==> src/rtl/byte_assembler_if.sv <==
// rtl/byte_assembler_if.sv - request, RAM byte port and result signals of the byte assembler
interface byte_assembler_if;
    logic        start;
    logic        we;
    logic [2:0]  num;
    logic [31:0] wdata;
    logic [7:0]  byte_in;
    logic [7:0]  byte_out;
    logic        byte_we;
    logic        byte_re;
    logic        busy;
    logic        done;
    logic [31:0] rdata;

    modport master (
        output start, we, num, wdata, byte_in,
        input  byte_out, byte_we, byte_re, busy, done, rdata
    );

    modport slave (
        input  start, we, num, wdata, byte_in,
        output byte_out, byte_we, byte_re, busy, done, rdata
    );
endinterface

==> src/rtl/byte_assembler.sv <==
// rtl/byte_assembler.sv - serializes word/half/byte stores and assembles extended loads over a byte RAM port
module byte_assembler (
    input  logic            clk,
    input  logic            rst,
    byte_assembler_if.slave bus
);
    localparam logic [1:0] S_IDLE = 2'd0;
    localparam logic [1:0] S_XFER = 2'd1;
    localparam logic [1:0] S_WAIT = 2'd2;
    localparam logic [1:0] S_DONE = 2'd3;

    logic [1:0]  r_state;
    logic [1:0]  r_k;
    logic        r_we;
    logic [2:0]  r_num;
    logic [31:0] r_wdata;
    logic [31:0] r_asm;
    logic [31:0] r_rdata;

    logic [2:0]  w_num_norm;
    logic [1:0]  w_last;
    logic [31:0] w_full;
    logic [31:0] w_ext;
    logic        w_xfer;
    logic        w_byte_we;

    // Sizes 101-111 collapse to byte unsigned before being latched.
    always_comb w_num_norm = (bus.num > 3'd4) ? 3'd4 : bus.num;

    always_comb begin
        case (r_num)
            3'd0:       w_last = 2'd3;
            3'd1, 3'd2: w_last = 2'd1;
            default:    w_last = 2'd0;
        endcase
    end

    // The final lane arrives during WAIT, so the result is formed from the live byte.
    always_comb begin
        w_full                       = r_asm;
        w_full[{w_last, 3'b000} +: 8] = bus.byte_in;
    end

    always_comb begin
        case (r_num)
            3'd1:    w_ext = {{16{w_full[15]}}, w_full[15:0]};
            3'd2:    w_ext = {16'h0000, w_full[15:0]};
            3'd3:    w_ext = {{24{w_full[7]}}, w_full[7:0]};
            3'd4:    w_ext = {24'h000000, w_full[7:0]};
            default: w_ext = w_full;
        endcase
    end

    assign w_xfer       = (r_state == S_XFER);
    assign w_byte_we    = w_xfer && r_we;
    assign bus.byte_we  = w_byte_we;
    assign bus.byte_re  = w_xfer && !r_we;
    assign bus.byte_out = w_byte_we ? r_wdata[{r_k, 3'b000} +: 8] : 8'h00;
    assign bus.busy     = w_xfer || (r_state == S_WAIT);
    assign bus.done     = (r_state == S_DONE);
    assign bus.rdata    = r_rdata;

    always_ff @(posedge clk or negedge rst) begin
        if (!rst) begin
            r_state <= S_IDLE;
            r_k     <= 2'd0;
            r_we    <= 1'b0;
            r_num   <= 3'd0;
            r_wdata <= 32'h0;
            r_asm   <= 32'h0;
            r_rdata <= 32'h0;
        end else begin
            case (r_state)
                S_IDLE: begin
                    if (bus.start) begin
                        r_we    <= bus.we;
                        r_num   <= w_num_norm;
                        r_wdata <= bus.wdata;
                        r_k     <= 2'd0;
                        r_asm   <= 32'h0;
                        r_state <= S_XFER;
                    end
                end
                S_XFER: begin
                    // Read data lags the strobe by one beat, so beat k captures lane k-1.
                    if (!r_we && (r_k != 2'd0))
                        r_asm[{r_k - 2'd1, 3'b000} +: 8] <= bus.byte_in;
                    if (r_k == w_last)
                        r_state <= r_we ? S_DONE : S_WAIT;
                    else
                        r_k <= r_k + 2'd1;
                end
                S_WAIT: begin
                    r_asm   <= w_full;
                    r_rdata <= w_ext;
                    r_state <= S_DONE;
                end
                default: r_state <= S_IDLE;
            endcase
        end
    end
endmodule
==> src/flat_wrapper.sv <==
// flat-port wrapper written by rule: the top's interface ports become plain ports
module byte_assembler_flat 
  (clk, rst, bus_start, bus_we, bus_num, bus_wdata, bus_byte_in, bus_byte_out, bus_byte_we, bus_byte_re, bus_busy, bus_done, bus_rdata);
  byte_assembler_if bus_i ();
  input  logic clk;
  input  logic rst;
  input wire logic [$bits(bus_i.start)-1:0] bus_start;
  input wire logic [$bits(bus_i.we)-1:0] bus_we;
  input wire logic [$bits(bus_i.num)-1:0] bus_num;
  input wire logic [$bits(bus_i.wdata)-1:0] bus_wdata;
  input wire logic [$bits(bus_i.byte_in)-1:0] bus_byte_in;
  output wire logic [$bits(bus_i.byte_out)-1:0] bus_byte_out;
  output wire logic [$bits(bus_i.byte_we)-1:0] bus_byte_we;
  output wire logic [$bits(bus_i.byte_re)-1:0] bus_byte_re;
  output wire logic [$bits(bus_i.busy)-1:0] bus_busy;
  output wire logic [$bits(bus_i.done)-1:0] bus_done;
  output wire logic [$bits(bus_i.rdata)-1:0] bus_rdata;
  assign bus_i.start = bus_start;
  assign bus_i.we = bus_we;
  assign bus_i.num = bus_num;
  assign bus_i.wdata = bus_wdata;
  assign bus_i.byte_in = bus_byte_in;
  assign bus_byte_out = bus_i.byte_out;
  assign bus_byte_we = bus_i.byte_we;
  assign bus_byte_re = bus_i.byte_re;
  assign bus_busy = bus_i.busy;
  assign bus_done = bus_i.done;
  assign bus_rdata = bus_i.rdata;
  byte_assembler u_core (.clk(clk), .rst(rst), .bus(bus_i));
endmodule
==> config.mk <==
export PLATFORM = sky130hd
export DESIGN_NAME = byte_assembler_flat
export DESIGN_NICKNAME = d
export VERILOG_FILES = /design/src/rtl/byte_assembler_if.sv /design/src/rtl/byte_assembler.sv /design/src/flat_wrapper.sv
export SDC_FILE = /design/constraint.sdc
export NUM_CORES = 1
export LEC_CHECK = 0
export ABC_AREA = 1
export ABC_CLOCK_PERIOD_IN_PS = 1870
export CORE_AREA = 4 4 141 176
export CTS_BUF_LIST = sky130_fd_sc_hd__clkbuf_4 sky130_fd_sc_hd__clkbuf_8 sky130_fd_sc_hd__clkbuf_16
export DETAILED_ROUTE_END_ITERATION = 16
export DIE_AREA = 0 0 145 180
export PLACE_DENSITY = 0.53
export SYNTH_ARGS = -nofsm -noshare
export SYNTH_HDL_FRONTEND = slang
export SYNTH_SLANG_ARGS = --single-unit
export TNS_END_PERCENT = 1
==> constraint.sdc <==
create_clock -name clk -period 1.87 [get_ports clk]
set_clock_uncertainty 0.15 [all_clocks]
set_input_delay 0.374 -clock clk [delete_from_list [all_inputs] [get_ports clk]]
set_output_delay 0.374 -clock clk [all_outputs]
set_load 0.005 [all_outputs]
# == Yosys cells after proc, flatten, opt, wreduce, memory -nomap -nowiden ==
# Cells that the tools add are included.
# classes
n_addsub,4
mul,0
div,0
magnitude_cmp,1
n_eq_ne,12
n_shift,5
n_mux,16
bitwise,0
reduce_logical,15
# op_table
cell,count
32-bit one-hot mux with 4 select lines,1
32-bit one-hot mux with 3 select lines,1
32-bit bitwise mux,2
32-bit 2-to-1 mux,2
8-bit by 7-bit variable shift with 32-bit output (first input constant),2
8-bit by 7-bit variable part select with 32-bit output,2
32-bit by 6-bit variable part select with 8-bit output,1
5-bit negation with 7-bit output,2
2-bit 2-to-1 mux,4
8-bit 2-to-1 mux,1
2-bit != test (second input constant),4
2-bit one-hot mux with 2 select lines,2
3-bit by 2-bit equality test with 1-bit output (second input constant),2
2-bit one-hot mux with 3 select lines,1
3-bit AND reduction,2
2-bit equality test (second input constant),2
2-bit AND reduction,2
2-bit nonzero test,2
3-bit by 1-bit equality test with 1-bit output (second input constant),1
3-bit equality test (second input constant),1
3-bit greater-than comparator (second input constant),1
1-bit logical AND,3
3-bit logical NOT,1
3-bit 2-to-1 mux,1
other kinds (10),10
# totals
regBits,104
latchBits,0
mem_bits_rw,0
romBits,0
in_bits,47
output_inout_bits,44
word_cells,60
n_memories,0

# == Logic depth before layout (Yosys ltp) ==
# Gate-level depths: netlist of run 1.
# logic_depth
ltp_word,7
ltp_mapped,12
mapped_depth_nobuf,9

# == Worst setup path after synthesis of run 1 ==
# Ideal clock, no wire load.
# synth_path
path_type,reg-to-reg
from,register u_core.r_k[0]
to,register u_core.r_asm[16]
setup_time_ps,127
arrival_time_ps,1799
required_time_ps,1593
path_slack_ps,-206
stages_incl_launch_ff,12
path_buffers,3
period_less_slack_ps,2076
path_cell_list,dfrtp_1 > inv_1 > buf_2 > buf_2 > ha_1 > nor2_1 > nand2_1 > a21oi_4 > inv_2 > buf_2 > nand2_1 > o21ai_0
# synth_between
elab_chain_len,6
word_cells_on_any_way,11
cone_classes,add/sub: 2; eq/ne: 1; shift: 2; mux: 3; reduce/logical: 3
# synth_rtl
element,line,text
"start, declared",byte_assembler.sv:13,logic [1:0] r_k;
"start signal, assigned",byte_assembler.sv:91,r_k <= r_k + 2'd1;
2-bit by 1-bit subtractor with 2-bit output,byte_assembler.sv:87,"r_asm[{r_k - 2'd1, 3'b000} +: 8] <= bus.byte_in;"
5-bit negation with 7-bit output,byte_assembler.sv:87,
8-bit by 7-bit variable part select with 32-bit output / 8-bit by 7-bit variable shift with 32-bit output (equally long branches),byte_assembler.sv:87,
32-bit bitwise mux,byte_assembler.sv:87,
32-bit 2-to-1 mux,byte_assembler.sv:86,if (!r_we && (r_k != 2'd0))
32-bit one-hot mux with 3 select lines,byte_assembler.sv:73,case (r_state)
"end signal, assigned by index",byte_assembler.sv:87,
"end signal, assigned",byte_assembler.sv:94,r_asm <= w_full;
"end, declared",byte_assembler.sv:17,logic [31:0] r_asm;
# Several ways; a longest one is shown, not always the timed one. The select of a mux whose other input is x is not followed.
# A chain may end at the register's enable or synchronous reset.

# == Worst setup path in the final report of run 1 ==
# layout_path
from,register u_core.r_k[0]
to,output port bus_byte_out[7]
# layout_between
elab_chain_len,2
# layout_rtl
element,line,text
32-bit by 6-bit variable part select with 8-bit output,byte_assembler.sv:58,"assign bus.byte_out = w_byte_we ? r_wdata[{r_k, 3'b000} +: 8] : 8'h00;"
8-bit 2-to-1 mux,byte_assembler.sv:58,
"end, declared",flat_wrapper.sv:12,output wire logic [$bits(bus_i.byte_out)-1:0] bus_byte_out;
# Every way passes these cells.

==> results of run 1 <==
-- flip-flops by register name, summed over array words and instances, names as in the netlist --
register,count
u_core.bus.rdata,32
u_core.r_asm,32
u_core.r_k,2
u_core.r_num,3
u_core.r_state,2
u_core.r_wdata,32
u_core.r_we,1
-- what timing repair did --
action | 4_1_cts | 5_1_grt
resized for setup | 98 | 31
pin swaps | 14 | 5
endpoints found under the setup margin | 52 | 71
cloned | 1 | 0
hold endpoints to repair | 20 | 0
setup buffers | 2 | 1
hold buffers | 1 | 0
-- placed cells by master, fill, tap and decap left out, drive strengths merged --
cell type	n
nand2	333
dfrtp	104
o21ai	99
buf	78
clkdlybuf4s50	77
inv	47
nor2	47
nand3	41
a21oi	27
clkbuf	10
ha	10
a21boi	8
o22ai	8
o211ai	8
nand4	5
clkinv	3
clkinvlp	2
a21o	1
a31oi	1
or2	1
dlygate4sd3	1
clkdlybuf4s15	1
dlygate4sd2	1
-- stage by stage --
stage | power (W) | worst slack (ps) | instance area (µm²) | setup TNS [ps]
2_1_floorplan | 0.007420 | -53.32 | 5733 | -1173
3_3_place_gp | 0.01009 | -260.9 | 7360 | -4530
3_5_place_dp | 0.01013 | -236.9 | 7360 | -5383
4_1_cts | 0.01241 | -177.1 | 7791 | -3377
5_1_grt | 0.01343 | -244.0 | 7860 | -5568
6_report | 0.01240 | -156.8 | 7860 | -1906
-- worst min-delay path: cells and delay by family (launching register included) --
| family | cells | cell delay [ps] |
|---|---|---|
| DFF | 1 | 350 |
| and+or+nand+nor | 2 | 100 |
-- cell type report --
| cell class | count | area (µm²) |
|---|---|---|
| clock inverters | 6 | 50.05 |
| fillers | 2387 | 15180 |
| flip-flops and latches | 104 | 2604 |
| inverters | 46 | 200.2 |
| repair buffers | 158 | 1520 |
| well taps | 288 | 360.3 |
| clock buffers | 10 | 239.0 |
| multi-input cells | 589 | 2887 |
-- path summary, 6_finish.rpt --
| kind | from | slack [ps] | end |
|---|---|---|---|
| min in group asynchronous | rst | 340 | u_core.r_asm[4] |
| hold / removal | u_core.r_asm[4] | 330 | u_core.r_asm[4] |
| hold reg to reg | u_core.r_asm[4] | 330 | u_core.r_asm[4] |
| setup reg to reg | u_core.r_k[0] | -90 | u_core.r_asm[0] |
| max in group asynchronous | rst | 730 | u_core.r_asm[22] |
| setup / recovery | u_core.r_k[0] | -160 | bus_byte_out[7] |
-- cell families (layout without fill, tap and decap cells) --
kind of cell             after synthesis  count (layout)  share of synthesized area
flip-flops                           104             104                     0.4566
buffers and inverters                 83             220                    0.06608
AND/OR/NAND/NOR                      427             427                     0.3058
AO/OA/AOI/OAI                        152             152                     0.1495
adder cells (fa/ha/maj)               10              10                    0.02195
-- layer usage --
metal,routed length (µm),GRT usage,share of wire,vias up
met5,0,0,0,-
met4,233,0.03612,0.013,0
met3,821,0.03123,0.046,20
met2,8749,0.2361,0.49,109
met1,7901,0.1664,0.45,2484
li1,-,-,-,2772
-- report_power, final --
| part | leakage (nW) | switching, W | internal [W] | total, W |
|---|---|---|---|---|
| combinational | 2.28 | 0.00395 | 0.00283 | 0.00678 |
| clock | 0.136 | 0.000921 | 0.000958 | 0.00188 |
| sequential | 1.37 | 0.000654 | 0.00309 | 0.00374 |
==> results_dict.tcl, run 1 <==
set metrics [dict create \
    status "complete, but fails checks" \
    violations "setup timing" \
    fin_ws_ps -156.8 \
    required_ps 1350 \
    cp_cell_sequence "buf_12, buf_12, nor2_4, nor2_1, o21ai_1, a21oi_1, buf_2" \
    slew_violations 0 \
    synth_edf_count 0 \
    synth_cells 776 \
    synth.avg_cell_area_um2 7.344 \
    yosysMostFrequentCell "nand2_1" \
    ys_ff_latch 104 \
    clk_latency_ps 350 \
    cpMostUsedCell "buf_12" \
    critPathMaxStageDelay_ps 390 \
    drtIter0Drc 318 \
    yosysTopAreaCell "dfrtp_1" \
    io_buffers 90 \
    setup_viol 21 \
    layout_worst_path_cycle_share 1.084 \
    critPathKind "flop to output pin" \
    relSlewSlack 0.7303 \
    first_pass_iters 5 \
    std_cell_rows 62 \
    maxCapViolations 0 \
    hold_slack_ps 327.9 \
    synth_top_area_share 0.4566 \
    area_growth_pct 37.91 \
    grt_first_pass_wirelength_mm 28.48 \
    worstPathArrival_ps 1500 \
    ys.flop_type "dfrtp_1" \
    drc 0 \
    grt-ovfl-total 0 \
    worstMarginPinSlew_ps 404.5 \
    rsz0062_at_grt "true" \
    yosysWarningCount 0 \
    leakage_nw 3.779 \
    pwr_density_cell_nw_per_um2 1578 \
    ioPinCount 91 \
    cts-root-buf "clkbuf_16" \
    synth.area.top_cells "dfrtp_1, nand2_1, o21ai_0, nand3_1, nor2_1" \
    critPathCaptureType "output pin" \
    fp.dieH_um 180 \
    grt_use_total 0.1346 \
    globalplace.congestion 0.8616 \
    place_hpwl_mm 12.88 \
    grt_pass1_vias 5420 \
    ant_nets 0 \
    hold_depth 2 \
    hold_viol_final 0 \
    path_depth 7 \
    cts_tree "built" \
    core_um2 23040 \
    cp.buffers_inverters 3 \
    clkTransAtPathRegs_ps 80 \
    utilization 0.3412 \
    clock_tree.htree_level_count 3 \
    avgRoutedWirePerCell_um 14.74 \
    netlist_top_cells_count "nand2_1, dfrtp_1, o21ai_0" \
    start_util 0.2474 \
    grt_max_degree 36 \
    cts_buffers 9 \
    drive_above_1_share 0.1676 \
    start_kind "flop" \
    cpMaxStageDelayCell "dfrtp_2" \
    critPathMaxFanout 8 \
    clockBufferDepth 2 \
    die_area_um2 26100 \
    synth.net_count 833 \
    dp.cells 1180 \
    finalCriticalPeriod_ps 2027 \
    cp_top_family "flip-flops" \
    via_per_inst 4.484 \
    fp.dieW_um 145 \
    synth.distinct_cells 32 \
    ff2ff_path_depth 11 \
    hp-class "flop to flop" \
    antenna_found_initial 0 \
    num_vias 5385 \
    finalWirelength_mm 17.71 \
    irDropWorstVdd_uv 645.4 \
    numClockSinks 104 \
    fmax_mhz 493.4 \
    final_cells 1201 \
    layout.nets 965 \
    synth_area_um2 5699 \
    synthArstFlopShare 1.000 \
    diodes 0 \
    ys_seq_area_frac 0.4566 \
]
Power figures use the tool's default switching activity.
==> run 2, diff against run 1 <==
--- a/config.mk
+++ b/config.mk
@@ -7,10 +7,10 @@
 export LEC_CHECK = 0
 export ABC_AREA = 1
 export ABC_CLOCK_PERIOD_IN_PS = 1870
-export CORE_AREA = 4 4 141 176
+export CORE_AREA = 5 5 142 177
 export CTS_BUF_LIST = sky130_fd_sc_hd__clkbuf_4 sky130_fd_sc_hd__clkbuf_8 sky130_fd_sc_hd__clkbuf_16
 export DETAILED_ROUTE_END_ITERATION = 16
-export DIE_AREA = 0 0 145 180
+export DIE_AREA = 0 0 147 182
 export PLACE_DENSITY = 0.53
 export SYNTH_ARGS = -nofsm -noshare
 export SYNTH_HDL_FRONTEND = slang
==> run 2 against run 1 <==
Against the previous run: the run still ends with setup timing left; register-to-register slack barely moved; non-clock buffer count rose by 2; setup slack got worse by 96 ps; final area fell by 0.89%; core utilization fell by 0.84 points; die area rose by 2.5%; sequential cell count did not move; first-iteration DRC count fell by 21%; hold slack improved by 0.89 ps; combinational power barely moved; critical endpoint is now bus_byte_out[1]; largest power group unchanged.
==> results_dict.tcl, run 2 (same netlist as run 1, synthesis figures left out) <==
set metrics [dict create \
    pwr_density_cell_nw_per_um2 1605 \
    num_vias 5463 \
    reg2reg_from "u_core.r_k[0]" \
    cts_tree "built" \
    first_pass_iters 5 \
    layout_worst_path_cycle_share 1.135 \
    hp-class "flop to flop" \
    fillCellCount 2458 \
    finalCriticalPeriod_ps 2123 \
    cp_cell_sequence "clkbuf_16, buf_4, nor2_1, nor2_1, o21ai_1, a21oi_1, buf_2" \
    place_hpwl_mm 12.98 \
    required_ps 1350 \
    clk_latency_ps 360 \
    cpMostUsedCell "nor2_1" \
    globalplace.congestion 0.8603 \
    slew_violations 0 \
    worstPathArrival_ps 1600 \
    worstMarginPinSlew_ps 381.7 \
    critPathKind "flop to output pin" \
    irDropWorstVdd_uv 643.8 \
    rsz0062_at_grt "true" \
    clock_tree.htree_level_count 3 \
    status "complete, but fails checks" \
    r2r_end "u_core.r_asm[8]" \
    hold-path-endpoint "u_core.r_asm[1]" \
    area_growth_pct 36.68 \
    ioPinCount 91 \
    numClockSinks 104 \
    via_per_inst 4.530 \
    std_cell_rows 63 \
    cpMaxStageDelayCell "dfrtp_2" \
    grt_pass1_vias 5625 \
    relSlewSlack 0.7455 \
    maxCapViolations 0 \
    grt_first_pass_wirelength_mm 29.46 \
    antenna_found_initial 0 \
    fin_ws_ps -253.0 \
    ff2ff_path_depth 9 \
    ant_nets 0 \
    start_util 0.2434 \
    clkTransAtPathRegs_ps 70 \
    grt_use_total 0.1362 \
    hold_viol_final 0 \
    drc 0 \
    core_um2 23410 \
    finalWirelength_mm 17.88 \
    fp.dieW_um 147 \
    clockBufferDepth 2 \
    leakage_nw 3.786 \
    violations "setup timing" \
    critPathMaxFanout 7 \
    io_buffers 90 \
    r2r_setup_slack_ps -100 \
    cts_buffers 9 \
    fp.dieH_um 182 \
    utilization 0.3327 \
    hp-start "u_core.r_asm[1]" \
    grt_max_degree 64 \
    total_power_w 0.01250 \
    avgRoutedWirePerCell_um 14.82 \
    grt-ovfl-total 0 \
    fmax_mhz 471.0 \
    hold_depth 2 \
    drive_above_1_share 0.1433 \
    critPathCaptureType "output pin" \
    critPathMaxStageDelay_ps 470 \
    start_kind "flop" \
    die_area_um2 26750 \
    layout_commonest_cell "nand2_1" \
    layout.nets 967 \
    layout_common_cells "nand2_1, dfrtp_1, clkdlybuf4s50_1, o21ai_0, buf_4" \
    diodes 0 \
    setup_viol 31 \
    drtIter0Drc 250 \
    cts-root-buf "clkbuf_16" \
]
-- run 2: changes by cell type in the layout (fill, tap and decap cells not counted), moves of 3 or more --
| cell | delta |
|---|---|
| o21ai_1 | +5 |
| o21ai_0 | +3 |
| inv_6 | -4 |
| o21ai_2 | -8 |
| nand2_2 | -4 |
| nor2_1 | +7 |
| nand2_1 | +4 |
| nor2_4 | -7 |
-- run 2: worst max-delay path by stage --
stage          slack [ps]                to  depth (start not counted)               from
2_1_floorplan         -50  u_core.r_asm[27]                         12      u_core.r_k[0]
3_3_place_gp         -240   bus_byte_out[3]                          5  u_core.r_state[1]
3_5_place_dp         -230  u_core.r_asm[21]                          7      u_core.r_k[0]
4_1_cts              -180   bus_byte_out[6]                          6      u_core.r_k[0]
5_1_grt              -330   bus_byte_out[1]                          7      u_core.r_k[0]
6_report             -250   bus_byte_out[1]                          7      u_core.r_k[0]
-- run 2: metrics by stage --
step	setup slack, ps	instance area, µm²	hold slack, ps	std cells	setup TNS, ps
2_1_floorplan	-53.32	5733	-71.59	776	-1173
3_3_place_gp	-239.1	7407	236.1	1188	-4551
3_5_place_dp	-226.4	7407	239.5	1188	-5409
4_1_cts	-182.9	7771	334.7	1205	-3111
5_1_grt	-328.0	7790	351.5	1206	-7747
6_report	-253.0	7790	328.8	1206	-2557
-- run 2: power by group --
part	leakage [nW]	internal (W)	switching (W)
clock	0.151	0.00116	0.000863
combinational	2.27	0.00289	0.00389
sequential	1.37	0.00309	0.000612
total	3.79	0.00713	0.00537
-- run 2: worst max-delay path: cells and delay by family, from the launching register on --
family / cells / cell delay [ps]
flip-flops: 1 / 470
buffers and inverters: 3 / 420
AO/OA/AOI/OAI: 2 / 220
AND/OR/NAND/NOR: 2 / 120
-- run 2: metal layers --
layer / global-route usage / up-vias / wire length [µm]
met3: 0.03295 / 25 / 1029
met1: 0.1628 / 2524 / 7518
met5: 0 / - / 0
met2: 0.2410 / 144 / 9029
met4: 0.04252 / 0 / 298
li1: - / 2770 / -
-- run 2: final cells by class --
class                   instances  area [µm²]  share of cell area
well taps                     292       365.4             0.04690
clock inverters                 2       37.54            0.004819
inverters                      46       190.2             0.02441
clock buffers                  13       274.0             0.03518
flip-flops and latches        104        2604              0.3342
multi-input cells             589        2783              0.3572
repair buffers                160        1536              0.1972
-- run 2: repair_timing --
| item | CTS | global route |
|---|---|---|
| buffers inserted | 0 | 1 |
| gates cloned | 1 | 0 |
| gates resized for setup | 77 | 17 |
| pin swaps | 10 | 5 |
| hold buffers | 1 | 0 |
| setup endpoints to repair | 47 | 48 |
| hold endpoints to repair | 104 | 0 |
==> run 3, diff against run 2 <==
--- a/config.mk
+++ b/config.mk
@@ -6,12 +6,13 @@
 export NUM_CORES = 1
 export LEC_CHECK = 0
 export ABC_AREA = 1
-export ABC_CLOCK_PERIOD_IN_PS = 1870
+export ABC_CLOCK_PERIOD_IN_PS = 2000
 export CORE_AREA = 5 5 142 177
 export CTS_BUF_LIST = sky130_fd_sc_hd__clkbuf_4 sky130_fd_sc_hd__clkbuf_8 sky130_fd_sc_hd__clkbuf_16
 export DETAILED_ROUTE_END_ITERATION = 16
 export DIE_AREA = 0 0 147 182
-export PLACE_DENSITY = 0.53
+export PLACE_DENSITY = 0.52
+export SETUP_SLACK_MARGIN = 0.15
 export SYNTH_ARGS = -nofsm -noshare
 export SYNTH_HDL_FRONTEND = slang
 export SYNTH_SLANG_ARGS = --single-unit
==> constraint.sdc (replaced) <==
create_clock -name clk -period 2 [get_ports clk]
set_clock_uncertainty 0.15 [all_clocks]
set_input_delay 0.4 -clock clk [delete_from_list [all_inputs] [get_ports clk]]
set_output_delay 0.4 -clock clk [all_outputs]
set_load 0.005 [all_outputs]
==> run 3 against run 2 <==
Against the previous run: the run still ends with setup timing left; core utilization down 0.38 points; sequential cell count unchanged; highest routed layer unchanged; setup slack better by 160 ps; global-route usage about the same; clock power down 15%; first-iteration DRC count down 12%; via count down 1.7%.
==> results_dict.tcl, run 3 (same netlist as run 1, synthesis figures left out) <==
set metrics [dict create \
    reg2reg_from "u_core.r_k[0]" \
    layout.nets 952 \
    layout_worst_path_cycle_share 1.046 \
    die_area_um2 26750 \
    total_power_w 0.01140 \
    grt_first_pass_wirelength_mm 29.03 \
    clockBufferDepth 2 \
    cts_buffers 9 \
    ant_nets 0 \
    cts-root-buf "clkbuf_16" \
    ff2ff_path_depth 10 \
    r2r_setup_slack_ps 40 \
    critPathMaxStageDelay_ps 460 \
    worstMarginPinSlew_ps 410.9 \
    num_vias 5371 \
    cts_tree "built" \
    finalCriticalPeriod_ps 2091 \
    std_cell_rows 63 \
    design_area_um2 7700 \
    first_pass_iters 4 \
    setup_viol 9 \
    drc 0 \
    grt-ovfl-total 0 \
    finalWirelength_mm 17.83 \
    maxCapViolations 0 \
    rsz0062_at_grt "true" \
    violations "setup timing" \
    clock_tree.htree_level_count 3 \
    avgRoutedWirePerCell_um 14.96 \
    hold_depth 2 \
    drive_above_1_share 0.1433 \
    numClockSinks 104 \
    grt_max_degree 61 \
    ioPinCount 91 \
    start_kind "flop" \
    fp.dieH_um 182 \
    layout_commonest_cell "nand2_1" \
    relSlewSlack 0.7255 \
    slew_violations 0 \
    antenna_found_initial 0 \
    critPathKind "flop to output pin" \
    cp_cell_sequence "buf_12, buf_16, nor2_1, nor2_1, o21ai_0, a21oi_1, buf_2" \
    worstPathArrival_ps 1540 \
    hold_slack_ps 329.9 \
    diodes 0 \
    r2r_end "u_core.r_asm[19]" \
    fmax_mhz 478.1 \
    grt_pass1_vias 5459 \
    cpMostUsedCell "nor2_1" \
    setup_tns_ps -494.8 \
    cpMaxStageDelayCell "dfrtp_2" \
    place_hpwl_mm 12.78 \
    hold_viol_final 0 \
    status "complete, but fails checks" \
    via_per_inst 4.506 \
    start_util 0.2434 \
    irDropWorstVdd_uv 730.9 \
    globalplace.congestion 0.8541 \
    pwr_density_cell_nw_per_um2 1481 \
    clk_latency_ps 360 \
    critPathCaptureType "output pin" \
    hp-start "u_core.r_asm[1]" \
    core_um2 23410 \
    hp-class "flop to flop" \
    area_growth_pct 35.10 \
    drtIter0Drc 220 \
    io_buffers 90 \
    hold-path-endpoint "u_core.r_asm[1]" \
    layout_common_cells "nand2_1, dfrtp_1, clkdlybuf4s50_1, o21ai_0, o21ai_1" \
    fp.dieW_um 147 \
    critPathMaxFanout 8 \
    required_ps 1450 \
    placed_area_um2 7214 \
    clkTransAtPathRegs_ps 70 \
    grt_use_total 0.1358 \
    leakage_nw 3.720 \
    fin_ws_ps -91.42 \
]
run 3: report_power, final:
| group | switching [W] | internal, W | total [W] |
|---|---|---|---|
| combinational | 0.00369 | 0.00253 | 0.00622 |
| sequential | 0.000569 | 0.00289 | 0.00346 |
| clock | 0.000829 | 0.000893 | 0.00172 |
run 3: routing by layer:
layer / GRT usage / vias to the layer above / share of wire
met2: 0.2316 / 118 / 0.50
li1: - / 2741 / -
met1: 0.1696 / 2493 / 0.43
met3: 0.03145 / 19 / 0.051
met5: 0 / - / 0
met4: 0.04439 / 0 / 0.018
run 3: timing repair:
item / CTS / global route
hold buffers: 1 / 0
endpoints found under the hold margin: 104 / 0
endpoints found under the setup margin: 60 / 61
resized for setup: 81 / 44
setup buffers: 4 / 0
cloned: 2 / 0
pin swaps: 10 / 4
run 3: worst max path at each step:
stage | startpoint | end | cells past startpoint
2_1_floorplan | u_core.r_k[0] | u_core.r_asm[27] | 12
3_3_place_gp | u_core.r_state[1] | bus_byte_out[2] | 5
3_5_place_dp | u_core.r_state[1] | bus_byte_out[2] | 5
6_report | u_core.r_k[0] | bus_byte_out[6] | 7
4_1_cts | u_core.r_k[0] | bus_byte_out[5] | 7
5_1_grt | u_core.r_k[0] | bus_byte_out[1] | 7
run 3: critical path: cells and delay by family, from the launching register on:
family,cells,cell delay [ps]
DFF,1,460
buffers and inverters,3,420
and+or+nand+nor,2,140
AOI/OAI and AO/OA,2,150
run 3: through the flow:
step | utilization | worst slack [ps] | std cells
floorplan | - | 76.68 | 776
global placement | 0.3082 | -131.1 | 1169
detailed placement | 0.3082 | -118.4 | 1169
CTS | 0.3248 | -107.2 | 1192
global route | 0.3289 | -193.2 | 1192
finish | 0.3289 | -91.42 | 1192
run 3: area by class of cell:
cell class                      count  area, µm²
Multi-Input combinational cell    589       2851
Sequential cell                   104       2606
Inverter                           46      202.7
Clock buffer                       12      247.7
Timing Repair inverter              1      11.26
Timing Repair Buffer              144       1384
Tap cell                          292      365.4
Clock inverter                      4      31.28
Fill cell                        2483      15710
